### src/rtl/dii_package.sv
// Shared DII link types.
//   dii_flit          : one flit on a DII link (valid, last, data)
//   dii_flit_assemble : builds a dii_flit from its fields
//   arb_state_e       : packet arbiter state, reusable by multi-port blocks
package dii_package;

  localparam int unsigned DII_DATA_WIDTH = 16;

  typedef struct packed {
    logic                      valid;
    logic                      last;
    logic [DII_DATA_WIDTH-1:0] data;
  } dii_flit;

  typedef enum logic {
    ARB_IDLE,
    ARB_LOCKED
  } arb_state_e;

  function automatic dii_flit dii_flit_assemble(input logic                      valid,
                                                input logic                      last,
                                                input logic [DII_DATA_WIDTH-1:0] data);
    dii_flit f;
    f.valid = valid;
    f.last  = last;
    f.data  = data;
    return f;
  endfunction

endpackage

### src/rtl/dii_rr_select.sv
// Combinational round-robin first-one finder.
//   req    : per-port request vector
//   rr_ptr : index with highest priority this round
//   idx    : first requesting index at or after rr_ptr, wrapping modulo PORTS
//   any    : at least one request is set
module dii_rr_select #(
  parameter int unsigned PORTS = 2,
  parameter int unsigned IDW   = 1
) (
  input  logic [PORTS-1:0] req,
  input  logic [IDW-1:0]   rr_ptr,
  output logic [IDW-1:0]   idx,
  output logic             any
);

  int unsigned    sum;
  logic [IDW-1:0] cand;

  always_comb begin
    idx  = '0;
    any  = 1'b0;
    sum  = 0;
    cand = '0;
    for (int unsigned k = 0; k < PORTS; k++) begin
      sum  = 32'(rr_ptr) + k;
      cand = IDW'((sum >= PORTS) ? sum - PORTS : sum);
      if (!any && req[cand]) begin
        any = 1'b1;
        idx = cand;
      end
    end
  end

endmodule

### src/rtl/dii_packet_arbiter.sv
// Round-robin packet arbiter merging PORTS DII flit streams onto one link.
// A grant is held from the first flit through the flit carrying last.
//   clk, rst       : clock, asynchronous active-high reset
//   packet_size    : per-port buffered complete-packet length (FULLPACKET != 0)
//   flit_in        : upstream flits
//   flit_in_ready  : per-port ready, only the granted port can be ready
//   flit_out       : registered downstream flit
//   flit_out_ready : downstream ready
//   grant_id       : currently or last granted port
//   busy           : a packet is locked
module dii_packet_arbiter
  import dii_package::*;
#(
  parameter int unsigned  PORTS      = 2,
  parameter int unsigned  BUF_SIZE   = 4,
  parameter int unsigned  FULLPACKET = 1,
  localparam int unsigned IDW        = (PORTS > 1) ? $clog2(PORTS) : 1
) (
  input  logic                                clk,
  input  logic                                rst,
  input  logic [PORTS-1:0][$clog2(BUF_SIZE):0] packet_size,
  input  dii_flit [PORTS-1:0]                 flit_in,
  output logic [PORTS-1:0]                    flit_in_ready,
  output dii_flit                             flit_out,
  input  logic                                flit_out_ready,
  output logic [IDW-1:0]                      grant_id,
  output logic                                busy
);

  arb_state_e                state;
  logic [IDW-1:0]            rr_ptr;
  logic [IDW-1:0]            sel;
  logic [IDW-1:0]            sel_next;
  logic [IDW-1:0]            ptr_after;
  logic                      out_valid;
  logic                      out_last;
  logic [DII_DATA_WIDTH-1:0] out_data;
  logic [PORTS-1:0]          req;
  logic                      any_req;
  logic                      in_ready;
  logic                      fire;
  dii_flit                   cur;

  always_comb begin
    req = '0;
    for (int unsigned i = 0; i < PORTS; i++) begin
      req[i] = flit_in[i].valid && ((FULLPACKET == 0) || (packet_size[i] != '0));
    end
  end

  dii_rr_select #(
    .PORTS (PORTS),
    .IDW   (IDW)
  ) u_rr_select (
    .req    (req),
    .rr_ptr (rr_ptr),
    .idx    (sel_next),
    .any    (any_req)
  );

  // Pass-through ready: the output register accepts a new flit in the same
  // cycle the downstream takes the current one.
  assign cur       = flit_in[sel];
  assign in_ready  = !out_valid || flit_out_ready;
  assign fire      = (state == ARB_LOCKED) && in_ready && cur.valid;
  assign ptr_after = (sel == IDW'(PORTS - 1)) ? '0 : sel + 1'b1;

  always_comb begin
    flit_in_ready = '0;
    if (state == ARB_LOCKED) begin
      flit_in_ready[sel] = in_ready;
    end
  end

  always_ff @(posedge clk or posedge rst) begin
    if (rst) begin
      state     <= ARB_IDLE;
      rr_ptr    <= '0;
      sel       <= '0;
      out_valid <= 1'b0;
      out_last  <= 1'b0;
      out_data  <= '0;
    end else begin
      // The output register drains in either state so the last flit of a
      // packet is not repeated while arbitrating for the next one.
      if (fire) begin
        out_valid <= 1'b1;
        out_last  <= cur.last;
        out_data  <= cur.data;
      end else if (flit_out_ready) begin
        out_valid <= 1'b0;
      end

      unique case (state)
        ARB_IDLE: begin
          if (any_req) begin
            sel   <= sel_next;
            state <= ARB_LOCKED;
          end
        end
        ARB_LOCKED: begin
          if (fire && cur.last) begin
            state  <= ARB_IDLE;
            rr_ptr <= ptr_after;
          end
        end
        default: state <= ARB_IDLE;
      endcase
    end
  end

  assign flit_out = dii_flit_assemble(out_valid, out_last, out_data);
  assign grant_id = sel;
  assign busy     = (state == ARB_LOCKED);

endmodule

### config.mk
export PLATFORM = sky130hd
export DESIGN_NAME = dii_packet_arbiter
export DESIGN_NICKNAME = d
export VERILOG_FILES = /design/src/rtl/dii_package.sv /design/src/rtl/dii_rr_select.sv /design/src/rtl/dii_packet_arbiter.sv
export SDC_FILE = /design/constraint.sdc
export NUM_CORES = 1
export LEC_CHECK = 0
export ABC_AREA = 0
export CORE_MARGIN = 1
export CORE_UTILIZATION = 35
export CTS_BUF_LIST = sky130_fd_sc_hd__clkbuf_8
export CTS_CLUSTER_SIZE = 24
export DETAILED_ROUTE_END_ITERATION = 8
export MAX_ROUTING_LAYER = met4
export PLACE_DENSITY = 0.79
export SYNTH_ARGS = -nofsm -noshare
export SYNTH_HDL_FRONTEND = slang
export SYNTH_HIERARCHICAL = 1
export SYNTH_SLANG_ARGS = --single-unit
### constraint.sdc
create_clock -name clk -period 1.4 [get_ports clk]
set_input_delay 0.14 -clock clk [delete_from_list [all_inputs] [get_ports clk]]
set_output_delay 0.14 -clock clk [all_outputs]
set_load 0.01 [all_outputs]
# After elaboration in Yosys (flattened, before gate mapping)
# Index checks and enable logic that the tools add are counted.
# op_classes
addsub,4
order_cmp,6
n_mux,21
bitwise,2
reduce_logical,15
# op_table
op,n
$mux 18,2
$mux 1,16
$logic_and 1x1->1,7
$lt 1x2->1 const B,3
$reduce_bool 3->1,2
$reduce_and 2->1,2
$add 1x1->2 const B,1
$and 2x2->2,1
$ge 1x2->1 const B,1
$ge 2x2->1 const B,1
$logic_not 1->1,2
$mux 2,1
$pmux 1 s2,1
$reduce_bool 2->1,1
$sub 1x1->1 const B,2
$add 1x1->1 const B,1
$demux 1 s1,1
$ge 1x1->1 const B,1
$logic_or 1x1->1,1
$not 1->1,1
# totals
register_bits,21
inputBits,45
out_inout_bits,22
wordCells,54

# Logic depth before layout (Yosys ltp)
# Gate-level depths: netlist (run 1).
# depth
word_depth,10
mapped_depth,5
depth_no_buf,4

# Hierarchy
# The synthesis (run 1) kept the hierarchy.
# by_module_without_submodules
module,n_inst,cells_per_inst,area_per_inst_um2,seq_area_each_um2
dii_packet_arbiter,1,80,1116.1,525.5
dii_rr_select,1,3,17.5,0.0

# Worst setup path before layout (run 1)
# OpenSTA, ideal clock, no wires.
# synth_path
path_type,reg2reg
start,register sel (netlist: grant_id)
end,register out_data[10]
setup_time_ps,125
arrival_ps,1396
path_slack_ps,-121
stages_incl_launch_ff,5
n_path_buf,1
period_less_slack_ps,1521
cell_sequence,dfrtp_1 > mux2_4 > nand3_4 > buf_6 > mux2_4
# synth_between
elab_chain_len,3
# synth_rtl
element,line_no,rtl
from (decl),dii_packet_arbiter.sv:32,logic [IDW-1:0] sel;
from (signal assigned),dii_packet_arbiter.sv:97,sel <= sel_next;
$mux 18 (not written as such) * (2 in series),dii_packet_arbiter.sv:63,assign cur = flit_in[sel];
$logic_and 1x1->1,dii_packet_arbiter.sv:65,assign fire = (state == ARB_LOCKED) && in_ready && cur.valid;
to (signal assigned),dii_packet_arbiter.sv:89,out_data <= cur.data;
to (decl),dii_packet_arbiter.sv:37,logic [DII_DATA_WIDTH-1:0] out_data;
# Every way passes the cells marked *; elsewhere a longest branch is shown, timed or not. The select of a mux whose other input is x is not followed.
# A chain may end at the register's enable or synchronous reset.

# Worst setup path after layout (run 1)
# layout_path
start,register sel (netlist: grant_id)
end,register out_data[13]
# Same word-level chain as after synthesis.

==> metrics.cfg, run 1 <==
[global_route]
grt_overflow_total=0
grt_pass1_vias=1020
track_usage_pct=19.1
grt_max_degree=22
grt_pass1_wl_um=4650
antenna_found_initial=0

[place]
placed_area_mm2=0.00189
dp_slack_ns=-0.291
dpl.hpwl_um=2250
routabilityCongestion=0.740
port_buffers=66

[cts]
cts.sinks=21
cts_buffers=3
clockBufferDepth=2
tritoncts=built
h-tree-depth=1
clockRootBuffer=clkbuf_8
cts.clk_slew.worst_paths_ns=0.07
clock_latency_ns=0.26

[worst_setup_path]
startpoint_type=flip-flop
critical_path.startpoint=grant_id$_DFFE_PP0P_
worstPathMaxFanout=9
crit_type=flip-flop to flip-flop
r2r-start=grant_id$_DFFE_PP0P_
arrival_ns=1.69
worstPathRequired_ns=1.55
setup.worst_path.end_class=flip-flop
worst_r2r_path_depth=5

[power]
internal_power_mw=2.73
seqPwrFrac_pct=28.3
power.total_mw=3.96
power.leakage_nw=0.923
peakVddDrop_v=0.00108
switchingPower_mw=1.23
p_clk_share_pct=10.0
pwr-share-comb_pct=61.8
power.density_mw_per_mm2=1950
swShare_pct=31.1

[logic_synthesis]
synth_simple_gate_area_share_pct=6.18
synth_mux_area_share_pct=38.1
synth_cells=83
synthesis.area_mm2=0.00113
synth-compound-area-share_pct=4.97
netlist-cell-type-count=21
synth.net_count=128
yosysWarnings=6
synthAdderAreaFrac_pct=0
synth_top_family_by_area=multiplexers
yosysSeqAreaShare_pct=46.4
synth_xor_area_share_pct=0
synth-seq-cells=21
synth_area_per_cell_um2=13.7

[run_status]
violations=negative setup slack
status=complete, but fails checks

[sta]
period_needed_ns=1.54
fin_setup_tns_ns=-2.26
finClkSkew_ns=0.00120
worst_slew_pin_slew_ns=0.263
period_share_pct=110
final_max_slew_viol_count=0
final_hold_viol_count=0
rsz0062_at_grt=true
fmax_ghz=0.647
setup_viol=17
max_slew_margin_pct=82.5
worst_slack_ns=-0.145

[die]
die-area_mm2=0.00347
placementRows=20
chipWidth_um=58.9
num_io_pins=67
core_mm2=0.00305
die_h_um=58.9
start_util_pct=37.1

[drt]
ant_nets=0
drc_errors=0
drt-initial-drc-count=12
drt-total-wl_um=3120
vias=982
drtPass1Iterations=2
vias_per_cell=4.84
wl_per_cell_um=15.4

[final_layout]
fin_util_pct=66.5
fin_area_mm2=0.00203
diodes=0
drive_above_1_share_pct=35.2
num-fill-cells=242
finalNetCount=205
final_cell_mix=clkdlybuf4s50_1 (59), dfrtp_1 (19), mux2_4 (18)
layout_commonest_cell=clkdlybuf4s50_1
area_growth_pct=79.0

[run]
cap_violations=0

[hold_path]
hold_class=primary input to async pin

==> Yosys cell counts, drive strengths merged <==
library cell   n  area [µm²]
nor2b          2        12.5
nand2b         1        6.26
a21boi         1        7.51
nor2           2        7.51
or2            1        6.26
clkbuf         3        11.3
buf            4        31.3
nand3          1        17.5
a31oi          1        6.26
inv            2        7.51
a41oi          2        17.5
nand2          2        7.51
dfrtp         21         526
a21o           1        7.51
and3           2        12.5
mux2          35         432
o31a           2        17.5
==> worst max-delay path: stages, from the launching register on <==
cell and delay [ns]:
dfrtp_2 0.41, buf_6 0.12, mux2_4 0.31, nand3_4 0.13, buf_12 0.15, mux2_4 0.30
==> repair_timing <==
action | CTS | global route
pin swaps | 1 | 3
setup buffers | 1 | 3
resized for setup | 13 | 9
hold buffers | 0 | 0
endpoints found under the setup margin | 22 | 21
cloned | 0 | 1
==> flip-flops by register name, indices dropped and copies added (netlist names) <==
| register | cells |
|---|---|
| out_data | 16 |
| out_last | 1 |
| grant_id | 1 |
| out_valid | 1 |
| busy | 1 |
| rr_ptr | 1 |
==> power groups by stage <==
stage / registers [mW] / logic, mW / clock network (mW)
6_report: 1.12 / 2.45 / 0.394
3_3_place_gp: 1.10 / 2.14 / 0
2_1_floorplan: 1.22 / 1.04 / 0
4_1_cts: 1.12 / 2.37 / 0.406
5_1_grt: 1.16 / 2.60 / 0.422
3_5_place_dp: 1.12 / 2.20 / 0
==> worst paths after layout <==
| check | to | slack [ns] |
|---|---|---|
| max in group asynchronous | grant_id$_DFFE_PP0P_ | 0.95 |
| hold reg to reg | out_data[0]$_DFFE_PP0P_ | 0.51 |
| min in group clk | out_data[0]$_DFFE_PP0P_ | 0.51 |
| setup reg to reg | out_data[13]$_DFFE_PP0P_ | -0.14 |
| hold / removal | out_data[11]$_DFFE_PP0P_ | 0.22 |
| setup / recovery | out_data[13]$_DFFE_PP0P_ | -0.14 |
==> area by class of cell <==
type	instances	area [µm²]	share of cell area [%]
multi-input combinational	53	588	29.0
clock buffer	3	41.3	2.03
sequential	21	528	26.0
clock inverter	1	5.00	0.247
timing repair buffer	79	805	39.6
tap	44	55.1	2.71
inverter	2	7.51	0.370
==> per-stage QoR <==
step,hold WS (ns),instances
global route,0.259,203
global placement,0.474,194
finish,0.220,203
floorplan,0.116,83
detailed placement,0.480,194
CTS,0.230,199
==> per-layer routing <==
layer | track usage (%) | part of all wire (%) | up-vias
met4 | 8.16 | 2.3 | 0
met1 | 19.7 | 38 | 486
li1 | - | - | 449
met3 | 3.74 | 5.8 | 8
met5 | - | 0 | -
met2 | 34.9 | 54 | 39
==> cells by family (layout without fill, tap and decap cells) <==
group	count (synthesis)	after routing
flops	21	21
simple gates	11	11
mux	35	35
compound gates	7	7
buf+inv	9	85
Power figures use the tool's default switching activity.
==> inputs of run 2 (changes only) <==
--- a/config.mk
+++ b/config.mk
@@ -13,6 +13,7 @@
 export DETAILED_ROUTE_END_ITERATION = 8
 export MAX_ROUTING_LAYER = met4
 export PLACE_DENSITY = 0.79
+export SETUP_SLACK_MARGIN = 0.4
 export SYNTH_ARGS = -nofsm -noshare
 export SYNTH_HDL_FRONTEND = slang
 export SYNTH_HIERARCHICAL = 1
==> metrics.cfg, run 2 (synthesis gave the netlist of run 1 again) <==
[run_status]
status=complete, but fails checks  ; unchanged
violations=negative setup slack  ; unchanged

[worst_setup_path]
worstPathMaxFanout=6  ; was 9
worstPathRequired_ns=1.54  ; was 1.55 ns
crit_type=flip-flop to flip-flop  ; unchanged
startpoint_type=flip-flop  ; unchanged
arrival_ns=1.76  ; was 1.69 ns
setup.worst_path.end_class=flip-flop  ; unchanged

[cts]
clock_latency_ns=0.26  ; about the same
h-tree-depth=1  ; unchanged
cts.sinks=21  ; unchanged
clockRootBuffer=clkbuf_8  ; unchanged
clockBufferDepth=2  ; unchanged
cts.clk_slew.worst_paths_ns=0.08  ; was 0.07 ns
cts_buffers=3  ; unchanged
tritoncts=built  ; unchanged

[final_layout]
diodes=0  ; unchanged
largest_register_ffs=16  ; unchanged
drive_above_1_share_pct=55.2  ; was 35.2%
area_growth_pct=85.8  ; was 79.0%
finalNetCount=218  ; was 205
top_register=out_data  ; unchanged
fin_util_pct=69.0  ; was 66.5%
layout_commonest_cell=clkdlybuf4s50_1  ; unchanged
final_cell_mix=clkdlybuf4s50_1 (36), buf_2 (20), mux2_4 (19), dfrtp_1 (19)  ; was clkdlybuf4s50_1 (59), dfrtp_1 (19), mux2_4 (18)

[die]
start_util_pct=37.1  ; unchanged
placementRows=20  ; unchanged
core_mm2=0.00305  ; unchanged
die_h_um=58.9  ; unchanged
num_io_pins=67  ; unchanged
die-area_mm2=0.00347  ; unchanged
chipWidth_um=58.9  ; unchanged

[drt]
drt-total-wl_um=3410  ; was 3120 µm
vias=980  ; was 982
drtPass1Iterations=3  ; was 2
wl_per_cell_um=15.8  ; was 15.4 µm
drt-initial-drc-count=27  ; was 12
ant_nets=0  ; unchanged
vias_per_cell=4.54  ; was 4.84
drc_errors=0  ; unchanged

[global_route]
grt_overflow_total=0  ; unchanged
grt_pass1_wl_um=5170  ; was 4650 µm
grt_pass1_vias=1032  ; was 1020
grt_max_degree=13  ; was 22
track_usage_pct=21.0  ; was 19.1%
antenna_found_initial=0  ; unchanged

[place]
dp_slack_ns=-0.260  ; was -0.291 ns
dpl.hpwl_um=2300  ; was 2250 µm
port_buffers=66  ; unchanged
routabilityCongestion=0.821  ; was 0.740

[power]
peakVddDrop_v=0.000878  ; was 0.00108 V
power.density_mw_per_mm2=1980  ; was 1950 mW/mm²
power.leakage_nw=1.03  ; was 0.923 nW

[sta]
worst_slew_pin_slew_ns=0.413  ; was 0.263 ns
rsz0062_at_grt=true  ; unchanged
finClkSkew_ns=0.00797  ; was 0.00120 ns
fmax_ghz=0.616  ; was 0.647 GHz
final_hold_viol_count=0  ; unchanged
period_share_pct=116  ; was 110%
setup_viol=18  ; was 17
worst_slack_ns=-0.223  ; was -0.145 ns
max_slew_margin_pct=72.4  ; was 82.5%
period_needed_ns=1.62  ; was 1.54 ns
final_max_slew_viol_count=0  ; unchanged

[hold_path]
hold_class=primary input to async pin  ; unchanged

[run]
cap_violations=0  ; unchanged

run 2: area by class of cell:
cell class	instances	area, µm²
fill	231	947
inverter	2	7.51
sequential	21	528
clock buffer	3	41.3
timing repair buffer	92	843
tap	44	55.1
clock inverter	1	3.75
multi-input combinational	53	627
run 2: where the power goes:
group	internal [mW]	switching (mW)
Sequential	0.924	0.192
Combinational	1.68	0.981
Clock	0.195	0.196
Total	2.80	1.37
run 2: worst max-delay path, stage by stage, from the launching register on:
cell	delay (ns)
dfrtp_2	0.43
buf_6	0.13
mux2_4	0.31
nand3_4	0.11
buf_6	0.11
buf_12	0.11
mux2_4	0.30
run 2: final timing paths:
path	start	to	slack [ns]	cells past startpoint
setup / recovery	grant_id$_DFFE_PP0P_	out_data[11]$_DFFE_PP0P_	-0.22	6
hold / removal	rst	out_data[6]$_DFFE_PP0P_	0.19	2
setup reg to reg	grant_id$_DFFE_PP0P_	out_data[11]$_DFFE_PP0P_	-0.22	6
hold reg to reg	out_data[13]$_DFFE_PP0P_	out_data[13]$_DFFE_PP0P_	0.51	1
max in group asynchronous	rst	out_data[2]$_DFFE_PP0P_	0.69	3
min in group clk	flit_in[17]	rr_ptr$_DFFE_PP0P_	0.31	3
run 2: what timing repair did:
item	in CTS	in global routing
setup endpoints to repair	43	27
gates cloned	1	0
gates resized for setup	112	15
buffers inserted	14	2
pin swaps	4	3
hold buffers	0	0
run 2: metrics by stage:
step / power [mW] / area, µm² / setup TNS, ns / hold WS [ns] / std cells
final: 4.17 / 2110 / -3.60 / 0.191 / 216
after global routing: 4.39 / 2110 / -4.03 / 0.221 / 216
after CTS: 4.05 / 2060 / -3.25 / 0.190 / 214
after detailed placement: 3.32 / 1900 / -4.39 / 0.462 / 195
after global placement: 3.26 / 1900 / -4.02 / 0.447 / 195
after floorplan: 2.28 / 1140 / -0.747 / 0.116 / 83
run 2: layer usage:
layer	GRT usage, %	up-vias	part of all wire, %
met5	-	-	0
met2	38.8	25	56
met1	24.2	475	40
met4	6.46	0	1.4
met3	1.54	4	2.8
li1	-	476	-
